### src/rtl/lamp_safety_monitor_if.sv
// rtl/lamp_safety_monitor_if.sv - lamp request/drive bundle between controller and safety monitor
interface lamp_safety_monitor_if;
    logic       r1_in;
    logic       y1_in;
    logic       g1_in;
    logic       r2_in;
    logic       y2_in;
    logic       g2_in;
    logic       clear_fault;
    logic       r1;
    logic       y1;
    logic       g1;
    logic       r2;
    logic       y2;
    logic       g2;
    logic       fault;
    logic [2:0] fault_code;

    // Controller side: issues lamp requests and fault acknowledge
    modport master (
        output r1_in, y1_in, g1_in, r2_in, y2_in, g2_in, clear_fault,
        input  r1, y1, g1, r2, y2, g2, fault, fault_code
    );

    // Monitor side: checks requests and drives the lamps
    modport slave (
        input  r1_in, y1_in, g1_in, r2_in, y2_in, g2_in, clear_fault,
        output r1, y1, g1, r2, y2, g2, fault, fault_code
    );
endinterface

### src/rtl/lamp_safety_monitor.sv
// rtl/lamp_safety_monitor.sv - registers controller lamp requests and forces flashing red on unsafe patterns
module lamp_safety_monitor #(
    parameter int CLK_HZ         = 1000000,
    parameter int BLINK_HZ       = 1,
    parameter int STARTUP_CYC    = 1000000,
    parameter int MIN_YELLOW_CYC = 3000000
) (
    input  logic                  clk,
    input  logic                  reset_n,
    lamp_safety_monitor_if.slave  bus
);

    localparam int HALF = CLK_HZ / (2 * BLINK_HZ);
    localparam int SW   = $clog2(STARTUP_CYC) + 1;
    localparam int BW   = $clog2(HALF) + 1;
    localparam int YW   = $clog2(MIN_YELLOW_CYC) + 1;

    localparam logic [SW-1:0] S_LAST = SW'(STARTUP_CYC - 1);
    localparam logic [SW-1:0] S_ONE  = SW'(1);
    localparam logic [BW-1:0] B_LAST = BW'(HALF - 1);
    localparam logic [BW-1:0] B_ONE  = BW'(1);
    localparam logic [YW-1:0] Y_MAX  = YW'(MIN_YELLOW_CYC);
    localparam logic [YW-1:0] Y_ONE  = YW'(1);

    // Lamp vector order is {r1,y1,g1,r2,y2,g2}
    localparam logic [5:0] ALL_RED  = 6'b100_100;
    localparam logic [5:0] ALL_DARK = 6'b000_000;

    localparam logic [2:0] C_NONE     = 3'd0;
    localparam logic [2:0] C_ONEHOT   = 3'd1;
    localparam logic [2:0] C_CONFLICT = 3'd2;
    localparam logic [2:0] C_TRANS    = 3'd3;
    localparam logic [2:0] C_SHORTY   = 3'd4;

    typedef enum logic [1:0] {
        ST_INIT  = 2'd0,
        ST_PASS  = 2'd1,
        ST_FAULT = 2'd2
    } state_e;

    typedef enum logic [1:0] {
        L_RED = 2'd0,
        L_YEL = 2'd1,
        L_GRN = 2'd2
    } lamp_e;

    state_e        state_q;
    logic [SW-1:0] st_cnt_q;
    logic [BW-1:0] blink_cnt_q;
    logic [YW-1:0] y1_cnt_q;
    logic [YW-1:0] y2_cnt_q;
    lamp_e         prev1_q;
    lamp_e         prev2_q;
    logic [5:0]    lamp_q;
    logic          fault_q;
    logic [2:0]    code_q;

    logic [5:0]    lamp_in;
    lamp_e         dec1;
    lamp_e         dec2;
    logic [2:0]    cause_d;
    logic [YW-1:0] y1_cnt_d;
    logic [YW-1:0] y2_cnt_d;

    // Only meaningful once the one-hot check has passed
    function automatic lamp_e decode(input logic [2:0] ryg);
        case (ryg)
            3'b010:  return L_YEL;
            3'b001:  return L_GRN;
            default: return L_RED;
        endcase
    endfunction

    function automatic logic is_onehot(input logic [2:0] ryg);
        return (ryg == 3'b100) || (ryg == 3'b010) || (ryg == 3'b001);
    endfunction

    // The three forbidden single steps; everything else is a hold or a legal advance
    function automatic logic bad_step(input lamp_e p, input lamp_e n);
        return ((p == L_GRN) && (n == L_RED)) ||
               ((p == L_RED) && (n == L_YEL)) ||
               ((p == L_YEL) && (n == L_GRN));
    endfunction

    // Check the raw requests against the last accepted pattern, highest-priority cause first
    always_comb begin
        lamp_in  = {bus.r1_in, bus.y1_in, bus.g1_in, bus.r2_in, bus.y2_in, bus.g2_in};
        dec1     = decode(lamp_in[5:3]);
        dec2     = decode(lamp_in[2:0]);
        cause_d  = C_NONE;
        if (!is_onehot(lamp_in[5:3]) || !is_onehot(lamp_in[2:0])) begin
            cause_d = C_ONEHOT;
        end else if ((dec1 != L_RED) && (dec2 != L_RED)) begin
            cause_d = C_CONFLICT;
        end else if (bad_step(prev1_q, dec1) || bad_step(prev2_q, dec2)) begin
            cause_d = C_TRANS;
        end else if (((prev1_q == L_YEL) && (dec1 == L_RED) && (y1_cnt_q < Y_MAX)) ||
                     ((prev2_q == L_YEL) && (dec2 == L_RED) && (y2_cnt_q < Y_MAX))) begin
            cause_d = C_SHORTY;
        end
        // Count includes the cycle being accepted so a run of N yellows reads N at the Y->R step
        y1_cnt_d = '0;
        if (dec1 == L_YEL) begin
            y1_cnt_d = (y1_cnt_q == Y_MAX) ? y1_cnt_q : y1_cnt_q + Y_ONE;
        end
        y2_cnt_d = '0;
        if (dec2 == L_YEL) begin
            y2_cnt_d = (y2_cnt_q == Y_MAX) ? y2_cnt_q : y2_cnt_q + Y_ONE;
        end
    end

    // Monitor FSM: startup all-red, pass-through with checking, latched flashing-red fault
    always_ff @(posedge clk or negedge reset_n) begin
        if (!reset_n) begin
            state_q     <= ST_INIT;
            st_cnt_q    <= '0;
            blink_cnt_q <= '0;
            y1_cnt_q    <= '0;
            y2_cnt_q    <= '0;
            prev1_q     <= L_RED;
            prev2_q     <= L_RED;
            lamp_q      <= ALL_RED;
            fault_q     <= 1'b0;
            code_q      <= C_NONE;
        end else begin
            case (state_q)
                ST_INIT: begin
                    lamp_q  <= ALL_RED;
                    prev1_q <= L_RED;
                    prev2_q <= L_RED;
                    if (st_cnt_q == S_LAST) begin
                        state_q <= ST_PASS;
                    end else begin
                        st_cnt_q <= st_cnt_q + S_ONE;
                    end
                end
                ST_PASS: begin
                    if (cause_d != C_NONE) begin
                        // Offending pattern is never driven: go straight to red/red
                        state_q     <= ST_FAULT;
                        fault_q     <= 1'b1;
                        code_q      <= cause_d;
                        lamp_q      <= ALL_RED;
                        blink_cnt_q <= '0;
                    end else begin
                        lamp_q   <= lamp_in;
                        prev1_q  <= dec1;
                        prev2_q  <= dec2;
                        y1_cnt_q <= y1_cnt_d;
                        y2_cnt_q <= y2_cnt_d;
                    end
                end
                ST_FAULT: begin
                    if (bus.clear_fault) begin
                        state_q  <= ST_INIT;
                        fault_q  <= 1'b0;
                        code_q   <= C_NONE;
                        st_cnt_q <= '0;
                        lamp_q   <= ALL_RED;
                        prev1_q  <= L_RED;
                        prev2_q  <= L_RED;
                        y1_cnt_q <= '0;
                        y2_cnt_q <= '0;
                    end else if (blink_cnt_q == B_LAST) begin
                        blink_cnt_q <= '0;
                        lamp_q      <= lamp_q[5] ? ALL_DARK : ALL_RED;
                    end else begin
                        blink_cnt_q <= blink_cnt_q + B_ONE;
                    end
                end
                default: begin
                    state_q <= ST_INIT;
                end
            endcase
        end
    end

    assign bus.r1         = lamp_q[5];
    assign bus.y1         = lamp_q[4];
    assign bus.g1         = lamp_q[3];
    assign bus.r2         = lamp_q[2];
    assign bus.y2         = lamp_q[1];
    assign bus.g2         = lamp_q[0];
    assign bus.fault      = fault_q;
    assign bus.fault_code = code_q;

endmodule
### src/flat_wrapper.sv
// flat-port wrapper written by rule: the top's interface ports become plain ports
module lamp_safety_monitor_flat 
#(
    parameter int CLK_HZ         = 1000000,
    parameter int BLINK_HZ       = 1,
    parameter int STARTUP_CYC    = 1000000,
    parameter int MIN_YELLOW_CYC = 3000000
)
  (clk, reset_n, bus_r1_in, bus_y1_in, bus_g1_in, bus_r2_in, bus_y2_in, bus_g2_in, bus_clear_fault, bus_r1, bus_y1, bus_g1, bus_r2, bus_y2, bus_g2, bus_fault, bus_fault_code);
  lamp_safety_monitor_if bus_i ();
  input  logic clk;
  input  logic reset_n;
  input wire logic [$bits(bus_i.r1_in)-1:0] bus_r1_in;
  input wire logic [$bits(bus_i.y1_in)-1:0] bus_y1_in;
  input wire logic [$bits(bus_i.g1_in)-1:0] bus_g1_in;
  input wire logic [$bits(bus_i.r2_in)-1:0] bus_r2_in;
  input wire logic [$bits(bus_i.y2_in)-1:0] bus_y2_in;
  input wire logic [$bits(bus_i.g2_in)-1:0] bus_g2_in;
  input wire logic [$bits(bus_i.clear_fault)-1:0] bus_clear_fault;
  output wire logic [$bits(bus_i.r1)-1:0] bus_r1;
  output wire logic [$bits(bus_i.y1)-1:0] bus_y1;
  output wire logic [$bits(bus_i.g1)-1:0] bus_g1;
  output wire logic [$bits(bus_i.r2)-1:0] bus_r2;
  output wire logic [$bits(bus_i.y2)-1:0] bus_y2;
  output wire logic [$bits(bus_i.g2)-1:0] bus_g2;
  output wire logic [$bits(bus_i.fault)-1:0] bus_fault;
  output wire logic [$bits(bus_i.fault_code)-1:0] bus_fault_code;
  assign bus_i.r1_in = bus_r1_in;
  assign bus_i.y1_in = bus_y1_in;
  assign bus_i.g1_in = bus_g1_in;
  assign bus_i.r2_in = bus_r2_in;
  assign bus_i.y2_in = bus_y2_in;
  assign bus_i.g2_in = bus_g2_in;
  assign bus_i.clear_fault = bus_clear_fault;
  assign bus_r1 = bus_i.r1;
  assign bus_y1 = bus_i.y1;
  assign bus_g1 = bus_i.g1;
  assign bus_r2 = bus_i.r2;
  assign bus_y2 = bus_i.y2;
  assign bus_g2 = bus_i.g2;
  assign bus_fault = bus_i.fault;
  assign bus_fault_code = bus_i.fault_code;
  lamp_safety_monitor #(.CLK_HZ(CLK_HZ), .BLINK_HZ(BLINK_HZ), .STARTUP_CYC(STARTUP_CYC), .MIN_YELLOW_CYC(MIN_YELLOW_CYC)) u_core (.clk(clk), .reset_n(reset_n), .bus(bus_i));
endmodule
### config.mk
export PLATFORM = sky130hd
export DESIGN_NAME = lamp_safety_monitor_flat
export DESIGN_NICKNAME = d
export VERILOG_FILES = /design/src/rtl/lamp_safety_monitor_if.sv /design/src/rtl/lamp_safety_monitor.sv /design/src/flat_wrapper.sv
export SDC_FILE = /design/constraint.sdc
export NUM_CORES = 1
export LEC_CHECK = 0
export CAP_MARGIN = 20
export CORE_MARGIN = 8
export CORE_UTILIZATION = 30
export DETAILED_ROUTE_END_ITERATION = 16
export DONT_BUFFER_PORTS = 1
export HOLD_SLACK_MARGIN = 0.12
export PLACE_DENSITY_LB_ADDON = 0.2
export SETUP_SLACK_MARGIN = 0.4
export SLEW_MARGIN = 5
export SYNTH_ARGS = -nofsm -noshare
export SYNTH_HDL_FRONTEND = slang
export SYNTH_SLANG_ARGS = --single-unit
### constraint.sdc
create_clock -name clk -period 2.65 [get_ports clk]
set_input_delay 0.3975 -clock clk [delete_from_list [all_inputs] [get_ports clk]]
set_output_delay 0.3975 -clock clk [all_outputs]
set_load 0.005 [all_outputs]
==> flow_summary.ini <==
[setup_path]
end_kind = register
cp.arrival_ns = 2.57
r2r_slack_ns = 0.34
rr_worst_depth = 11
worstPathMaxFanout = 6
criticalPathCategory = reg2reg
cpLargestDelayFamily = simple AND/OR/NAND/NOR gates
startpoint_type = register
slowest_delay_ns = 0.44
cp_data_required_time_ns = 2.91
worstPathCellList = inv_2, ha_4, inv_6, nor4b_4, nand4_1, or3_4, a41oi_4, buf_12, clkbuf_16, o21ai_1, o31ai_1
crit-reg2reg-launch = u_core.state_q[1]
worstReg2RegEnd = u_core.y1_cnt_q[10]
crit_slowest_cell = or3_4
critPathBufInv = 4

[global_routing]
grt_start_max_net_pins = 104
grt_pass1_vias = 5546
grt_antenna_before_repair = 0
overflow = 0
grt_usage = 0.1370
grt_first_pass_wirelength_mm = 28.96

[synthesis]
synth_cell_types = 63
postSynthAreaPerCell_um2 = 8.628
seq_area_frac_synth = 0.4153
syn_nets = 739
netlist_instances = 720
synth_seq_cells = 103
synth-main-ff-cell = dfrtp_1
synth_area_um2 = 6212
async_flop_share = 1.000
ys_warn_count = 0
synth_edf_count = 0

[floorplanning]
rows = 52
initial_utilization = 0.3060
ios = 19
die_h_um = 159.9
core-area_um2 = 20300
die_w_um = 159.9
die-area_um2 = 25570

[place]
place_inst = 986
pre_cts_slack_ns = 0.1689
gp_congestion = 0.7952
dp_hpwl_mm = 11.59
dpl-instance-area_um2 = 6611
io_buffer_count = 0

[layout]
final_core_util = 0.3873
fin_area_um2 = 7863
area_growth_pct = 26.57
layout.nets = 788
antennaDiodeCount = 0
fin_cells = 1044
layout_common_cells = 90 x dfrtp_1, 73 x nor2_1, 64 x nand2_1
drive_gt1_frac = 0.2674
final_common_cell = dfrtp_1

[timing]
finalCritPeriodShare = 0.8714
relSlewSlack = 0.5804
finalSetupTns_ns = 0
setup_viol = 0
rsz0062_at_grt = yes
period_minus_slack_ns = 2.309
max_freq_ghz = 0.4330
hold_violations = 103
setup_slack_ns = 0.3407
maxSlewViolCount = 0
tightest_slew_ns = 0.6271
skew_ns = 0.008135
hold_slack_ns = -0.2717

[cts]
cts-root-buf = clkbuf_16
path_clk_slew_ns = 0.07
clkLatencyLatePin_ns = 0.36
cts_tree = yes
holdBufCountCts = 1
cts_made_buffers = 9
htree_num_levels = 3
cts_buffer_depth = 2
cts_sinks = 103

[power_and_ir_drop]
finalPower_mw = 4.610
intPower_mw = 3.067
combPwrFrac = 0.311
clkPwrFrac = 0.308
p_leak_nw = 3.150
peakVddDrop_mv = 0.3091
power_switching_mw = 1.544
power_frac_seq = 0.381
powerDensity_nw_per_um2 = 586.4
sw_frac_of_total = 0.3349

[detailed_routing]
ant_nets = 0
via_count = 5762
via_per_inst = 5.519
drtIter0Drc = 319
finalWirelength_mm = 18.32
wl_per_cell_um = 17.55
drc = 0
drt-pass1-iter-count = 5

[run_status]
failed_checks = negative hold slack
outcome = finished, violations left

[flow_run]
drv_cap = 0

[min_path]
hold_class = in2async
## area by class of cell
type	instances	area (µm²)
clock inverters	3	40.04
multi-input cells	562	3885
fillers	2102	12440
well taps	270	337.8
flip-flops and latches	103	2594
inverters	22	91.34
clock buffers	13	270.3
repair buffers	71	644.4
## how the worst max path moves through the flow
stage                              from                     end  slack [ns]  cells after the start
global placement      u_core.prev2_q[1]   u_core.blink_cnt_q[3]        0.22                      8
global route          u_core.state_q[1]     u_core.y1_cnt_q[13]        0.28                     11
finish                u_core.state_q[1]     u_core.y1_cnt_q[10]        0.34                     11
floorplan                     bus_g1_in     u_core.y1_cnt_q[18]        0.38                     11
detailed placement  u_core.y2_cnt_q[22]  u_core.blink_cnt_q[11]        0.17                      8
CTS                   u_core.state_q[1]     u_core.y1_cnt_q[10]        0.39                     10
## cells in the mapped netlist (all sizes together) (3+ instances only)
master | number | area share
a211oi | 4 | 0.0056
a21o | 6 | 0.0073
a21oi | 21 | 0.017
a31oi | 16 | 0.016
a32o | 4 | 0.0064
and2 | 13 | 0.013
and3 | 18 | 0.018
and4 | 10 | 0.014
buf | 17 | 0.023
clkbuf | 17 | 0.010
dfrtp | 101 | 0.41
ha | 10 | 0.020
inv | 21 | 0.013
mux2i | 4 | 0.0064
nand2 | 70 | 0.042
nand2b | 13 | 0.013
nand3 | 43 | 0.037
nand4 | 19 | 0.022
nor2 | 78 | 0.047
nor2b | 5 | 0.0050
nor3 | 18 | 0.015
nor3b | 9 | 0.012
nor4 | 9 | 0.0091
nor4b | 4 | 0.0056
o211ai | 4 | 0.0048
o21ai | 76 | 0.061
o31ai | 48 | 0.058
o41ai | 6 | 0.011
or3 | 5 | 0.0050
or4 | 3 | 0.0036
xnor2 | 8 | 0.011
xor2 | 11 | 0.016
## logic make-up (layout without fill, tap and decap cells)
logic type                 Yosys count  in the layout  synth area share
and+or+nand+nor                    322            323            0.2685
AOI/OAI and AO/OA                  206            206            0.2167
DFF                                103            103            0.4153
buffers and inverters               56            109           0.04612
xor gates and xnor gates            19             19           0.02679
adders and majority gates           10             10           0.02014
muxes                                4              4          0.006445
## power groups by stage
stage / combinational (mW) / sequential (mW) / clock [mW]
after global routing: 1.58 / 1.77 / 1.54
after global placement: 0.992 / 1.78 / 0
after CTS: 1.09 / 1.75 / 1.48
after detailed placement: 1.01 / 1.78 / 0
after floorplan: 0.711 / 1.75 / 0
final: 1.44 / 1.75 / 1.42
## repair_timing
item | in CTS | in global routing
gates resized for setup | 31 | 157
gates cloned | 2 | 5
setup endpoints to repair | 84 | 82
pin swaps | 9 | 46
setup buffers | 9 | 24
hold endpoints to repair | 104 | 103
## flip-flops by register name (all words and copies together) (netlist names)
signal	cells
u_core.prev1_q	2
u_core.y1_cnt_q	23
u_core.y2_cnt_q	23
u_core.st_cnt_q	21
u_core.prev2_q	2
u_core.lamp_q	6
u_core.bus.fault_code	3
u_core.blink_cnt_q	20
u_core.bus.fault	1
u_core.state_q	2
## metal layers
| layer | GRT usage | vias up | share of wire |
|---|---|---|---|
| met2 | 0.2259 | 95 | 0.49 |
| met4 | 0.04121 | 0 | 0.013 |
| met1 | 0.1710 | 2888 | 0.45 |
| li1 | - | 2763 | - |
| met5 | 0 | - | 0 |
| met3 | 0.03882 | 16 | 0.046 |
Power figures use the tool's default switching activity.
